[src/rtl/nbit_serial_addsub_if.sv]
// ---------------------------------------------------------------------------
// nbit_serial_addsub_if
// Request/result bundle for the serial add/subtract unit.
//
// Handshake: the master raises start together with sub/a/b. The unit samples
// them only while idle (busy=0, done=0). busy stays high for the whole serial
// pass. done pulses high for exactly one cycle when r/f carry the new result.
// start is ignored while busy or done is high, and nothing is queued.
// r/f hold the last completed result until the next one completes.
//
// Parameter: N - operand/result width.
// Signals  : start, sub, a[N-1:0], b[N-1:0]  (master -> unit)
//            busy, done, r[N-1:0], f[3:0]     (unit -> master)
// Modports : master (requester side), slave (the unit).
// ---------------------------------------------------------------------------
interface nbit_serial_addsub_if #(
   parameter int N = 4
);
   logic         start;
   logic         sub;
   logic [N-1:0] a;
   logic [N-1:0] b;
   logic         busy;
   logic         done;
   logic [N-1:0] r;
   logic [3:0]   f;

   modport master (
      output start, sub, a, b,
      input  busy, done, r, f
   );

   modport slave (
      input  start, sub, a, b,
      output busy, done, r, f
   );
endinterface

[src/rtl/nbit_serial_addsub.sv]
// ---------------------------------------------------------------------------
// nbit_serial_addsub
// Multi-cycle N-bit adder/subtractor that processes CHUNK bits per clock and
// reports N/Z/C/V flags on the N-bit result.
//
// Parameters: N     - operand/result width (N >= 2)
//             CHUNK - bits added per clock (N must be a multiple of CHUNK)
// Ports     : clk       - rising-edge clock
//             rst       - asynchronous active-high reset
//             bus       - nbit_serial_addsub_if.slave (start/sub/a/b in,
//                         busy/done/r/f out)
//             dbg_state - current FSM state (0=IDLE, 1=RUN, 2=DONE)
// Flags     : f[3]=N, f[2]=Z, f[1]=C (carry out; for subtraction 1 = no
//             borrow), f[0]=V (signed overflow).
// Optional  : define NBIT_ADDSUB_SAT_EN to saturate r to the signed extreme
//             on overflow. C and V still describe the raw operation; N and Z
//             describe the saturated r.
// ---------------------------------------------------------------------------
module nbit_serial_addsub #(
   parameter int N     = 4,
   parameter int CHUNK = 1
) (
   input  logic                 clk,
   input  logic                 rst,
   nbit_serial_addsub_if.slave  bus,
   output logic [1:0]           dbg_state
);

   localparam int NCH = N / CHUNK;
   localparam int CW  = $clog2(NCH + 1);

   generate
      if (N < 2 || CHUNK < 1 || (N % CHUNK) != 0) begin : g_bad_params
         $error("nbit_serial_addsub: N must be >= 2 and a multiple of CHUNK");
      end
   endgenerate

   typedef enum logic [1:0] {
      ST_IDLE = 2'd0,
      ST_RUN  = 2'd1,
      ST_DONE = 2'd2
   } state_t;

   state_t          state_q, state_d;
   logic [N-1:0]    op_a_q, op_a_d;
   logic [N-1:0]    op_b_q, op_b_d;     // already inverted for subtraction
   logic            carry_q, carry_d;
   logic [CW-1:0]   cnt_q, cnt_d;
   logic [N-1:0]    acc_q, acc_d;       // internal shift register, not r
   logic [N-1:0]    r_q, r_d;
   logic [3:0]      f_q, f_d;

   logic [CHUNK:0]  chunk_sum;
   logic [N-1:0]    acc_shift;
   logic            msb_a, msb_b, msb_s;
   logic            ovf;
   logic [N-1:0]    res_final;

   // Current chunk sum; the top bit is the carry into the next chunk.
   assign chunk_sum = {1'b0, op_a_q[CHUNK-1:0]} + {1'b0, op_b_q[CHUNK-1:0]}
                      + {{CHUNK{1'b0}}, carry_q};

   // New sum chunk enters from the MSB side; after NCH steps the first chunk
   // has reached bit 0.
   assign acc_shift = (acc_q >> CHUNK) | (N'(chunk_sum[CHUNK-1:0]) << (N - CHUNK));

   // On the last step the chunk's top bit is the operand MSB. Overflow when
   // both operands share a sign that the sum does not (equivalent to carry
   // into MSB xor carry out of MSB).
   assign msb_a = op_a_q[CHUNK-1];
   assign msb_b = op_b_q[CHUNK-1];
   assign msb_s = chunk_sum[CHUNK-1];
   assign ovf   = ~(msb_a ^ msb_b) & (msb_s ^ msb_a);

`ifdef NBIT_ADDSUB_SAT_EN
   // On overflow the true result has A's sign, so clamp toward that extreme.
   assign res_final = ovf ? (msb_a ? {1'b1, {(N-1){1'b0}}} : {1'b0, {(N-1){1'b1}}})
                          : acc_shift;
`else
   assign res_final = acc_shift;
`endif

   always_comb begin
      state_d = state_q;
      op_a_d  = op_a_q;
      op_b_d  = op_b_q;
      carry_d = carry_q;
      cnt_d   = cnt_q;
      acc_d   = acc_q;
      r_d     = r_q;
      f_d     = f_q;

      case (state_q)
         ST_IDLE: begin
            if (bus.start) begin
               op_a_d  = bus.a;
               op_b_d  = bus.sub ? ~bus.b : bus.b;
               carry_d = bus.sub;           // +1 completes two's complement
               cnt_d   = '0;
               acc_d   = '0;
               state_d = ST_RUN;
            end
         end
         ST_RUN: begin
            op_a_d  = op_a_q >> CHUNK;
            op_b_d  = op_b_q >> CHUNK;
            carry_d = chunk_sum[CHUNK];
            acc_d   = acc_shift;
            cnt_d   = cnt_q + CW'(1);
            if (cnt_q == CW'(NCH - 1)) begin
               r_d     = res_final;
               f_d     = {res_final[N-1], (res_final == '0), chunk_sum[CHUNK], ovf};
               state_d = ST_DONE;
            end
         end
         ST_DONE: begin
            state_d = ST_IDLE;
         end
         default: begin
            state_d = ST_IDLE;
         end
      endcase
   end

   always_ff @(posedge clk or posedge rst) begin
      if (rst) begin
         state_q <= ST_IDLE;
         op_a_q  <= '0;
         op_b_q  <= '0;
         carry_q <= 1'b0;
         cnt_q   <= '0;
         acc_q   <= '0;
         r_q     <= '0;
         f_q     <= '0;
      end else begin
         state_q <= state_d;
         op_a_q  <= op_a_d;
         op_b_q  <= op_b_d;
         carry_q <= carry_d;
         cnt_q   <= cnt_d;
         acc_q   <= acc_d;
         r_q     <= r_d;
         f_q     <= f_d;
      end
   end

   assign bus.busy  = (state_q == ST_RUN);
   assign bus.done  = (state_q == ST_DONE);
   assign bus.r     = r_q;
   assign bus.f     = f_q;
   assign dbg_state = state_q;

endmodule
[src/flat_wrapper.sv]
// flat-port wrapper written by rule: the top's interface ports become plain ports
module nbit_serial_addsub_flat 
#(
   parameter int N     = 4,
   parameter int CHUNK = 1
)
  (clk, rst, dbg_state, bus_start, bus_sub, bus_a, bus_b, bus_busy, bus_done, bus_r, bus_f);
  nbit_serial_addsub_if #(.N(N)) bus_i ();
  input  logic clk;
  input  logic rst;
  output logic [1:0] dbg_state;
  input wire logic [$bits(bus_i.start)-1:0] bus_start;
  input wire logic [$bits(bus_i.sub)-1:0] bus_sub;
  input wire logic [$bits(bus_i.a)-1:0] bus_a;
  input wire logic [$bits(bus_i.b)-1:0] bus_b;
  output wire logic [$bits(bus_i.busy)-1:0] bus_busy;
  output wire logic [$bits(bus_i.done)-1:0] bus_done;
  output wire logic [$bits(bus_i.r)-1:0] bus_r;
  output wire logic [$bits(bus_i.f)-1:0] bus_f;
  assign bus_i.start = bus_start;
  assign bus_i.sub = bus_sub;
  assign bus_i.a = bus_a;
  assign bus_i.b = bus_b;
  assign bus_busy = bus_i.busy;
  assign bus_done = bus_i.done;
  assign bus_r = bus_i.r;
  assign bus_f = bus_i.f;
  nbit_serial_addsub #(.N(N), .CHUNK(CHUNK)) u_core (.clk(clk), .rst(rst), .bus(bus_i), .dbg_state(dbg_state));
endmodule
[config.mk]
export PLATFORM = sky130hd
export DESIGN_NAME = nbit_serial_addsub_flat
export DESIGN_NICKNAME = d
export VERILOG_FILES = /design/src/rtl/nbit_serial_addsub_if.sv /design/src/rtl/nbit_serial_addsub.sv /design/src/flat_wrapper.sv
export SDC_FILE = /design/constraint.sdc
export NUM_CORES = 1
export LEC_CHECK = 0
export CAP_MARGIN = 20
export CORE_ASPECT_RATIO = 0.8
export CORE_UTILIZATION = 27
export CTS_CLUSTER_DIAMETER = 100
export CTS_CLUSTER_SIZE = 30
export DETAILED_ROUTE_END_ITERATION = 12
export HOLD_SLACK_MARGIN = 0.05
export SLEW_MARGIN = 5
export SYNTH_ARGS = -nofsm -noshare
export SYNTH_HDL_FRONTEND = slang
export SYNTH_SLANG_ARGS = --single-unit
[constraint.sdc]
create_clock -name clk -period 1.7 [get_ports clk]
set_input_delay 0.34 -clock clk [delete_from_list [all_inputs] [get_ports clk]]
set_output_delay 0.34 -clock clk [all_outputs]
set_load 0.005 [all_outputs]
==> impl_results.md <==
- Fin nets: about 140
- # setup viols final: 0
- Fin area: approximately 1500 µm²
- DRC Markers: 0
- Lkg Pwr: just under 0.7 nW
- Pin count of the biggest net entering global routing: 25
- I/O Buffers: 23
- Comb pwr share: 0.472
- Ys flop type: dfrtp_1
- Psw: 0.8629 mW
- Total track usage: 0.1314
- Multi-input logic area: around 460 µm²
- Number of global-route vias before repair: 884
- Most frequent cells in the layout: dfrtp_1 (24), clkdlybuf4s50_1 (21), nand2_1 (12), o21ai_1 (11), buf_4 (8)
- DRT Pass-1 Iters: 3
- Clock buffer depth: 2
- CP Class: flop to flop
- Status: complete, no violations
- Worst VDD drop: about 0.0006 V
- Initial core utilization: 0.2881
- CP Launch Type: flop
- N_diodes: 0
- Slew Limit Headroom: 0.7896
- Worst EP required: approximately 1.9 ns
- Gpl congestion: around 0.75
- Max_cap viols: 0
- Final min period: between 1.5 and 2 ns
- Hold WC Path Type: input port to async pin
- Register bit count reported by yosys: 24
- Number of vias per cell: approximately 4.4
- Hpwl dp: 1.748 mm
- PnR worst setup slack: 0.03798 ns
- Top-Level Pins: 24
- First-pass GRT wire length: approximately 4.2 mm
- Dpl ws: 0.02869 ns
- Sw Ratio: 0.3371
- P&R area growth vs syn: 33.37%
- Inst Count DP: around 180
- Root buf cell: clkbuf_8
- Syn Area/Cell: ~11 µm²
- Clock group share of total power: 0.149
- FP Rows: 20
- H-tree level count: 1
- Register area: 600.6 µm²
- Final WL: 2.344 mm
- Initial antenna violation count: 0
- CTS tree: yes
- Post-Syn Instances: ~100
- Sequential share of the synthesized area: 0.5375
- Worst-Margin Slew: around 0.32 ns
- Core Util, Final: 0.3842
- Final Hold Fails: 0
- DP Area: 1408 µm²
- Fillcell total: roughly 390
- EDFF count, synth: 0
- Net Count, Synth: between 100 and 150
- Die Height: between 50 and 60 µm
- Congestion Overflow GR: 0
- YS warnings: 0
- Layout cell share with drive strength beyond 1: 0.1181
- TNS Setup: 0 ns
- Fin. max-slew vios: 0
- DRT iter0 DRCs: 11
- Crit. End Element: flop
- Pwr Total: approximately 2.6 mW
- Die width: about 74 µm
- Die Area: approximately 4400 µm²
- Pint: 1.697 mW
- Total number of vias: about 800
- Final Skew: 0.003876 ns
- Distinct cells, synth: 25
- Core Area: between 3000 and 4000 µm²
- Total CTS buffers: 3
- CP Max Fanout: 4
- Wire length per cell: 12.88 µm
- Reg power frac: 0.379
- Layout Cells excl Fill: about 180
- FMAX: roughly 600 MHz
- Post-route ant nets: 0
- Commonest non-fill, non-tap cell in the layout: dfrtp_1
- Worst-Skew Late Latency: 0.26 ns
- Pwr dens: around 1700 nW/µm²
- Hold Slack: 0.4273 ns
- Clk pin slew, worst setup/hold paths: approximately 0.080 ns
- Worst EP arrival: approximately 1.9 ns
- Clock sinks: 24
- Fin crit share: 0.9777
- Cell Area, Synth: between 1000 and 1500 µm²
- Asr flop ratio synth: 1.000
==> flip-flops by register name, indices dropped and copies added (netlist names) <==
signal            cells
u_core.cnt_q          3
u_core.bus.r          3
u_core.dbg_state      2
u_core.bus.f          4
u_core.op_b_q         4
u_core.carry_q        1
u_core.op_a_q         4
u_core.acc_q          3
==> cells by family (layout without fill, tap and decap cells) <==
group	after synthesis	after routing	share of synthesized area
xor gates and xnor gates	4	4	0.03135
and+or+nand+nor	22	22	0.1064
DFF	24	24	0.5375
buffers and inverters	11	40	0.06047
adders and majority gates	3	3	0.04031
AOI/OAI and AO/OA	23	23	0.1198
muxes	11	11	0.1041
==> repair_timing <==
action                                  in CTS  in global routing
resized for setup                            3                  0
buffers inserted                             1                  2
hold buffers                                 0                  0
pin swaps                                    0                  1
endpoints found under the setup margin       2                  1
==> synth_stat cells, drive strengths merged (2+ instances only) <==
cell   number  area share
mux2        5       0.050
nor2        3       0.010
dfrtp      24        0.54
nand2      12       0.040
inv         5       0.019
xor2        4       0.031
and3b       2       0.016
ha          2       0.022
a22o        4       0.031
a21oi       3       0.013
mux2i       6       0.054
buf         6       0.041
o21ai      14       0.063
==> critical path: stages (launching register included) <==
cell and delay, ns:
dfrtp_1 0.42, fa_1 0.51, or4_1 0.52, o21ai_1 0.13
==> path summary, 6_finish.rpt <==
| path | startpoint | end | slack, ns | cells after the start |
|---|---|---|---|---|
| setup / recovery | u_core.op_b_q[0]$_DFFE_PP0P_ | u_core.bus.f[2]$_DFFE_PP0P_ | 0.04 | 3 |
| hold / removal | rst | u_core.dbg_state[1]$_DFFE_PP0P_ | 0.43 | 3 |
| setup reg to reg | u_core.op_b_q[0]$_DFFE_PP0P_ | u_core.bus.f[2]$_DFFE_PP0P_ | 0.04 | 3 |
| hold reg to reg | u_core.cnt_q[0]$_DFFE_PP0P_ | u_core.cnt_q[0]$_DFFE_PP0P_ | 0.50 | 1 |
| max in group asynchronous | rst | u_core.cnt_q[0]$_DFFE_PP0P_ | 1.03 | 3 |
| min in group clk | u_core.cnt_q[0]$_DFFE_PP0P_ | u_core.cnt_q[0]$_DFFE_PP0P_ | 0.50 | 1 |
==> power by group through the flow <==
stage / Combinational, mW / Clock (mW) / Sequential [mW]
floorplan: 0.725 / 0 / 0.955
global placement: 1.08 / 0 / 0.976
detailed placement: 1.12 / 0 / 0.987
CTS: 1.15 / 0.401 / 0.972
global route: 1.35 / 0.430 / 1.01
finish: 1.21 / 0.382 / 0.970
==> per-layer routing <==
| layer | share of wire | wire (µm) | GRT usage |
|---|---|---|---|
| met3 | 0.027 | 63 | 0.03741 |
| met2 | 0.46 | 1085 | 0.2091 |
| met5 | 0 | 0 | 0 |
| met1 | 0.50 | 1164 | 0.1727 |
| met4 | 0.012 | 29 | 0.04121 |
==> area by class of cell <==
type,instances,share of cell area
well taps,55,0.04618
inverters,5,0.01427
repair buffers,31,0.1931
multi-input cells,63,0.3065
clock buffers,4,0.03694
flip-flops and latches,24,0.4030
(Power assumes the default switching activity.)
